### src/rtl/usb_rx_pkg.sv
// ---------------------------------------------------------------------------
// usb_rx_pkg
// Shared types and constants for the USB full/low-speed receive front end.
//   line_state_t : decoded differential line state, encoded as {D+, D-}
//   rx_state_t   : receiver FSM states
//   J_CODE/K_CODE: raw {D+, D-} encodings of the two data levels
// ---------------------------------------------------------------------------
package usb_rx_pkg;

    // Raw {D+, D-} encodings of the two data-carrying line levels.
    localparam logic [1:0] J_CODE   = 2'b10;
    localparam logic [1:0] K_CODE   = 2'b01;
    localparam logic [1:0] SE0_CODE = 2'b00;
    localparam logic [1:0] SE1_CODE = 2'b11;

    typedef enum logic [1:0] {
        LS_SE0 = SE0_CODE,
        LS_K   = K_CODE,
        LS_J   = J_CODE,
        LS_SE1 = SE1_CODE
    } line_state_t;

    typedef enum logic [1:0] {
        IDLE,
        DATA,
        EOP,
        ERR
    } rx_state_t;

    // True for the two line states that carry an NRZI data level.
    function automatic logic isDataLevel(input line_state_t ls);
        return (ls == LS_J) || (ls == LS_K);
    endfunction

endpackage

### src/rtl/usb_bit_sampler.sv
// ---------------------------------------------------------------------------
// usb_bit_sampler
// Registers the (already synchronous) D+/D- pair once and decides which
// clock cycles are bit sample points.
//   clk       : rising-edge clock
//   rst       : synchronous active-high reset, loads the input register with J
//   enable_i  : receive enable; low holds the phase counter at zero
//   dp_i/dm_i : D+ / D- lines
//   line_o    : registered line state, used for all downstream decoding
//   sample_o  : high in cycles where line_o should be treated as a bit sample
// ---------------------------------------------------------------------------
module usb_bit_sampler
    import usb_rx_pkg::*;
#(
    parameter int CLKS_PER_BIT = 1
) (
    input  logic        clk,
    input  logic        rst,
    input  logic        enable_i,
    input  logic        dp_i,
    input  logic        dm_i,
    output line_state_t line_o,
    output logic        sample_o
);

    line_state_t line_d;
    line_state_t line_q;

    assign line_d = line_state_t'({dp_i, dm_i});
    assign line_o = line_q;

    // Single input register; the idle line is J, so reset loads J.
    always_ff @(posedge clk) begin
        if (rst) begin
            line_q <= LS_J;
        end else begin
            line_q <= line_d;
        end
    end

    generate
        if (CLKS_PER_BIT <= 1) begin : gSingle
            // One clock per bit: every enabled cycle is a sample point.
            assign sample_o = enable_i;
        end else begin : gPhase
            localparam int PW = $clog2(CLKS_PER_BIT);
            localparam logic [PW-1:0] LAST_PHASE = PW'(CLKS_PER_BIT - 1);
            localparam logic [PW-1:0] MID_PHASE  = PW'(CLKS_PER_BIT / 2);

            logic [PW-1:0] phase_d;
            logic [PW-1:0] phase_q;

            // The counter is zero in the first cycle a new line state is
            // visible on line_q, so the sample lands mid-bit and re-locks on
            // every transition; it wraps so long runs sample once per bit.
            always_comb begin
                phase_d = phase_q + PW'(1);
                if (!enable_i || (line_d != line_q)) begin
                    phase_d = '0;
                end else if (phase_q == LAST_PHASE) begin
                    phase_d = '0;
                end
            end

            always_ff @(posedge clk) begin
                if (rst) begin
                    phase_q <= '0;
                end else begin
                    phase_q <= phase_d;
                end
            end

            assign sample_o = enable_i && (phase_q == MID_PHASE);
        end
    endgenerate

endmodule

### src/rtl/usb_nrzi_rx.sv
// ---------------------------------------------------------------------------
// usb_nrzi_rx
// USB receive front end: samples the D+/D- pair, NRZI-decodes J/K levels,
// strips stuffed bits, detects end-of-packet and flags line errors.
//   clk        : rising-edge clock
//   rst        : synchronous active-high reset (overrides enable)
//   enable     : receive enable; low forces IDLE and clears everything
//   dp_in      : D+ line, synchronous to clk
//   dm_in      : D- line, synchronous to clk
//   d_orig     : decoded data bit, meaningful while d_valid is high
//   d_valid    : one-cycle strobe per decoded, non-stuffed bit
//   stuff_bit  : one-cycle strobe per discarded stuffed bit
//   end_packet : one-cycle strobe on a valid EOP
//   error      : high while the receiver sits in ERR
//   busy       : high while a packet is being received (DATA or EOP)
// ---------------------------------------------------------------------------
module usb_nrzi_rx
    import usb_rx_pkg::*;
#(
    parameter int CLKS_PER_BIT = 1,
    parameter int STUFF_LEN    = 6,
    parameter int EOP_BITS     = 2
) (
    input  logic clk,
    input  logic rst,
    input  logic enable,
    input  logic dp_in,
    input  logic dm_in,
    output logic d_orig,
    output logic d_valid,
    output logic stuff_bit,
    output logic end_packet,
    output logic error,
    output logic busy
);

    localparam int OW = $clog2(STUFF_LEN + 2);
    localparam int EW = $clog2(EOP_BITS + 2);
    localparam logic [OW-1:0] STUFF_CNT = OW'(STUFF_LEN);
    localparam logic [EW-1:0] EOP_CNT   = EW'(EOP_BITS);
    // ERR exits on the (EOP_BITS+1)th consecutive J, i.e. when EOP_BITS
    // J samples have already been counted.
    localparam logic [EW-1:0] J_EXIT    = EW'(EOP_BITS);

    line_state_t sampledLine;
    logic        sampleStb;
    logic        decodedBit;

    rx_state_t   state_q;
    line_state_t prevLevel_q;
    logic [OW-1:0] onesCnt_q;
    logic [EW-1:0] se0Cnt_q;
    logic [EW-1:0] jRun_q;
    logic        dOrig_q;
    logic        dValid_q;
    logic        stuff_q;
    logic        eop_q;

    usb_bit_sampler #(
        .CLKS_PER_BIT(CLKS_PER_BIT)
    ) uSampler (
        .clk      (clk),
        .rst      (rst),
        .enable_i (enable),
        .dp_i     (dp_in),
        .dm_i     (dm_in),
        .line_o   (sampledLine),
        .sample_o (sampleStb)
    );

    // NRZI: no transition means 1, a transition means 0.
    assign decodedBit = (sampledLine == prevLevel_q);

    // Receiver FSM. All strobes are registered, so each appears exactly one
    // cycle after the sample that produced it. Disable behaves like reset.
    always_ff @(posedge clk) begin
        if (rst || !enable) begin
            state_q     <= IDLE;
            prevLevel_q <= LS_J;
            onesCnt_q   <= '0;
            se0Cnt_q    <= '0;
            jRun_q      <= '0;
            dOrig_q     <= 1'b1;
            dValid_q    <= 1'b0;
            stuff_q     <= 1'b0;
            eop_q       <= 1'b0;
        end else begin
            dValid_q <= 1'b0;
            stuff_q  <= 1'b0;
            eop_q    <= 1'b0;

            if (sampleStb) begin
                // Stuffed bits still move the reference level.
                if (isDataLevel(sampledLine)) begin
                    prevLevel_q <= sampledLine;
                end

                case (state_q)
                    IDLE: begin
                        // The first K of the sync pattern opens the packet
                        // and is itself a decoded 0 (J -> K transition).
                        if (sampledLine == LS_K) begin
                            state_q   <= DATA;
                            dOrig_q   <= 1'b0;
                            dValid_q  <= 1'b1;
                            onesCnt_q <= '0;
                        end
                    end

                    DATA: begin
                        case (sampledLine)
                            LS_J, LS_K: begin
                                if (onesCnt_q == STUFF_CNT) begin
                                    // After a full run of 1s the next bit
                                    // must be a stuffed 0; a 1 is a violation.
                                    onesCnt_q <= '0;
                                    if (decodedBit) begin
                                        state_q <= ERR;
                                        jRun_q  <= '0;
                                    end else begin
                                        stuff_q <= 1'b1;
                                    end
                                end else begin
                                    dValid_q  <= 1'b1;
                                    dOrig_q   <= decodedBit;
                                    onesCnt_q <= decodedBit ? (onesCnt_q + OW'(1)) : '0;
                                end
                            end
                            LS_SE0: begin
                                state_q   <= EOP;
                                se0Cnt_q  <= EW'(1);
                                onesCnt_q <= '0;
                            end
                            default: begin
                                state_q   <= ERR;
                                onesCnt_q <= '0;
                                jRun_q    <= '0;
                            end
                        endcase
                    end

                    EOP: begin
                        case (sampledLine)
                            LS_SE0: begin
                                if (se0Cnt_q < EOP_CNT) begin
                                    se0Cnt_q <= se0Cnt_q + EW'(1);
                                end
                            end
                            LS_J: begin
                                se0Cnt_q <= '0;
                                if (se0Cnt_q >= EOP_CNT) begin
                                    eop_q   <= 1'b1;
                                    state_q <= IDLE;
                                end else begin
                                    state_q <= ERR;
                                    jRun_q  <= '0;
                                end
                            end
                            default: begin
                                se0Cnt_q <= '0;
                                state_q  <= ERR;
                                jRun_q   <= '0;
                            end
                        endcase
                    end

                    ERR: begin
                        // Recover only after a clean idle J run; any other
                        // sample restarts the run.
                        if (sampledLine == LS_J) begin
                            if (jRun_q == J_EXIT) begin
                                state_q <= IDLE;
                                jRun_q  <= '0;
                            end else begin
                                jRun_q <= jRun_q + EW'(1);
                            end
                        end else begin
                            jRun_q <= '0;
                        end
                    end

                    default: begin
                        state_q <= IDLE;
                    end
                endcase
            end
        end
    end

    assign d_orig     = dOrig_q;
    assign d_valid    = dValid_q;
    assign stuff_bit  = stuff_q;
    assign end_packet = eop_q;
    assign error      = (state_q == ERR);
    assign busy       = (state_q == DATA) || (state_q == EOP);

endmodule

### config.mk
export PLATFORM = sky130hd
export DESIGN_NAME = usb_nrzi_rx
export DESIGN_NICKNAME = d
export VERILOG_FILES = /design/src/rtl/usb_rx_pkg.sv /design/src/rtl/usb_bit_sampler.sv /design/src/rtl/usb_nrzi_rx.sv
export SDC_FILE = /design/constraint.sdc
export NUM_CORES = 1
export LEC_CHECK = 0
export CAP_MARGIN = 20
export CORE_ASPECT_RATIO = 0.7
export CORE_MARGIN = 4
export CORE_UTILIZATION = 25
export CTS_CLUSTER_SIZE = 12
export DETAILED_ROUTE_END_ITERATION = 10
export SYNTH_ARGS = -nofsm -noshare
export SYNTH_HDL_FRONTEND = slang
export SYNTH_SLANG_ARGS = --single-unit
### constraint.sdc
create_clock -name clk -period 1.7 [get_ports clk]
set_input_delay 0.255 -clock clk [delete_from_list [all_inputs] [get_ports clk]]
set_output_delay 0.255 -clock clk [all_outputs]
set_load 0.01 [all_outputs]
==> impl_results.md <==
- Vias in the first global route: 770
- Hold_buf cts: 0
- DRC: 0
- Count of pins over their slew limit: 0
- Cell Area, Synth: approximately 1000 um^2
- Syn_area_per_cell: 9.24 um^2
- Max cap viols: 0
- Bufs on Longest Clock Path: 2
- Via count: between 800 and 900
- Post-synth top cells: dfxtp_1, ha_1, nand2_1
- DP Worst Slack: -37.1 ps
- Hold depth: 2
- # diodes: 0
- Non-Filler Instances: 181
- Pin count of the biggest net entering global routing: 11
- Worst flop-to-flop path endpoint: state_q[1]
- Register bit count reported by yosys: 17
- Io pins: 11
- Post-synth top area share: 0.335
- Status: finished, violations left
- Tmin final: 1710 ps
- Warning count from the yosys run: 0
- Core area: a little under 4000 um^2
- Routability congestion estimate: 0.790
- Most frequent cell after synthesis: dfxtp_1
- Final critical-path setup slack: -14.8 ps
- Setup crit start kind: flop
- EDFF count, synth: 0
- Syn Inst Count: 110
- Fin. Hold Viols: 0
- Root buf cell: clkbuf_8
- Sequential share of the synthesized area: 0.335
- Clk sink count: 17
- Top_reg_cell synth: dfxtp_1
- Placed cell area: between 1000 and 1500 um^2
- Critical path peak fanout: 4
- Max-Slew Margin vs Limit: 0.759
- R2r setup slk: -10 ps
- Initial antenna violation count: 0
- Detailed Place HPWL: between 1500 and 2000 um
- Crit Path Class: flop to flop
- DRT Pass-1 Iters: 4
- Setup TNS: -14.8 ps
- Pwr dens: 595 nW/um^2
- Worst-Margin Slew: approximately 360 ps
- Fin area: 1360 um^2
- Critical Path RT: approximately 1900 ps
- Worst ir drop on vdd: 0.197 mV
- Max Clock Freq: 583 MHz
- Final Skew: 9.84 ps
- Die X-Extent: 84.2 um
- Skew-Pair Late Insertion Delay: between 200 and 300 ps
- Placed Instances: 173
- Area growth syn-to-layout: 33.9%
- Row cnt: 19
- Largest area contributor in the netlist: dfxtp_1
- Routed WL per cell: 12.3 um
- Initial DRC count: 73
- CTS H-tree lvls: 1
- Min-delay src: d_orig
- Hold path endpoint: d_orig
- Antenna Violating Nets Remaining: 0
- Clock-pin transition on the worst setup and hold timing paths: 70 ps
- Cells on worst reg2reg path: 6
- Routed vias/inst: 4.58
- Worst Setup End Kind: flop
- Layout cells sized above 1: 0.271
- Worst min-delay path class: flop to flop
- I/O Buffers: 10
- Count of unique library cells instantiated by Yosys: 41
- Tot GR Track Use: 0.0857
- Failing checks: negative setup slack
- Gr ovfl total: 0
- Cts bufs inserted: 3
- Global-route wire length before repair: 3430 um
- Fin crit share: 1.01
- Final net count: 147
- Effective utilization at floorplan: 0.259
- Die area: 5160 um^2
- Async SR Flop Fraction: 0
- RSZ-0062 raised after global routing: yes
- Leakage: 0.501 nW
- Final setup viols: 1
- Synth Net Count: approximately 130
- Synth top area cells: dfxtp_1, ha_1, mux2i_1
- Total chip power: 0.809 mW
- CTS tree: yes
- Crit path DAT: 1870 ps
- Die Span Y: slightly above 60 um
- Reg2Reg Launch Point: state_q[0]
- Routed wire length: 2230 um
==> per-layer routing <==
layer	vias up	track usage	routed length [um]
met1	376	0.0978	1010
met2	29	0.152	1060
li1	420	-	-
met3	4	0.0294	138
met4	0	0.0344	29
met5	-	0	0
==> through the flow <==
step / hold WS [ps] / util
after global placement: 452 / 0.306
after floorplan: 319 / -
after CTS: 467 / 0.320
after detailed placement: 457 / 0.306
after global routing: 484 / 0.347
final: 470 / 0.347
==> worst max path at each step <==
stage | startpoint | endpoint | slack, ps | depth (start not counted)
floorplan | uSampler.line_o[1] | state_q[1] | 5 | 7
global placement | state_q[0] | state_q[1] | -30 | 5
detailed placement | state_q[0] | state_q[1] | -40 | 5
CTS | state_q[1] | state_q[1] | 5 | 6
global route | state_q[0] | state_q[1] | -90 | 6
finish | state_q[0] | state_q[1] | -10 | 6
==> registers in the layout, indices dropped and copies added (netlist names) <==
| register | flops |
|---|---|
| d_orig | 1 |
| d_valid | 1 |
| end_packet | 1 |
| jRun_q | 2 |
| onesCnt_q | 3 |
| prevLevel_q | 2 |
| se0Cnt_q | 2 |
| state_q | 2 |
| stuff_bit | 1 |
| uSampler.line_o | 2 |
==> what timing repair did <==
item / 4_1_cts / 5_1_grt
resized for setup: 6 / 17
setup endpoints to repair: 3 / 6
pin swaps: 1 / 6
setup buffers: 0 / 4
==> layout make-up <==
| cell class | instances | area, um^2 |
|---|---|---|
| Fill cell | 410 | 2560 |
| Multi-Input combinational cell | 79 | 688 |
| Sequential cell | 17 | 353 |
| Timing Repair Buffer | 19 | 166 |
| Tap cell | 52 | 65.1 |
| Clock buffer | 3 | 41.3 |
| Inverter | 10 | 41.3 |
| Clock inverter | 1 | 5.00 |
==> worst max-delay path, cell delays in order, from the launching register on <==
cell,delay [ps]
dfxtp_4,390
clkinvlp_4,160
ha_4,200
a222oi_1,320
buf_4,180
nand4_1,90
a32o_2,260
==> layout by cell type, fill, tap and decap left out, types with 3 or more instances in the layout <==
cell type / count
dfxtp_1: 13
nand2_1: 11
clkdlybuf4s50_1: 9
buf_4: 9
nor2_1: 8
inv_1: 7
ha_1: 7
mux2i_1: 5
ha_4: 4
nand4_1: 3
a21oi_1: 3
nor3_1: 3
clkbuf_8: 3
dfxtp_4: 3
==> cell families after synthesis <==
kind of cell    synth area share
mux                       0.0603
flops                      0.335
simple gates               0.204
buf+inv                   0.0554
xor+xnor                  0.0419
compound gates             0.155
fa+ha+maj                  0.148
==> report_power, final <==
group | internal (mW) | leakage, nW | switching, mW
clock | 0.163 | 0.0255 | 0.149
combinational | 0.0434 | 0.336 | 0.0466
sequential | 0.400 | 0.140 | 0.00576
Note: power is estimated with default switching activity, not from simulation.
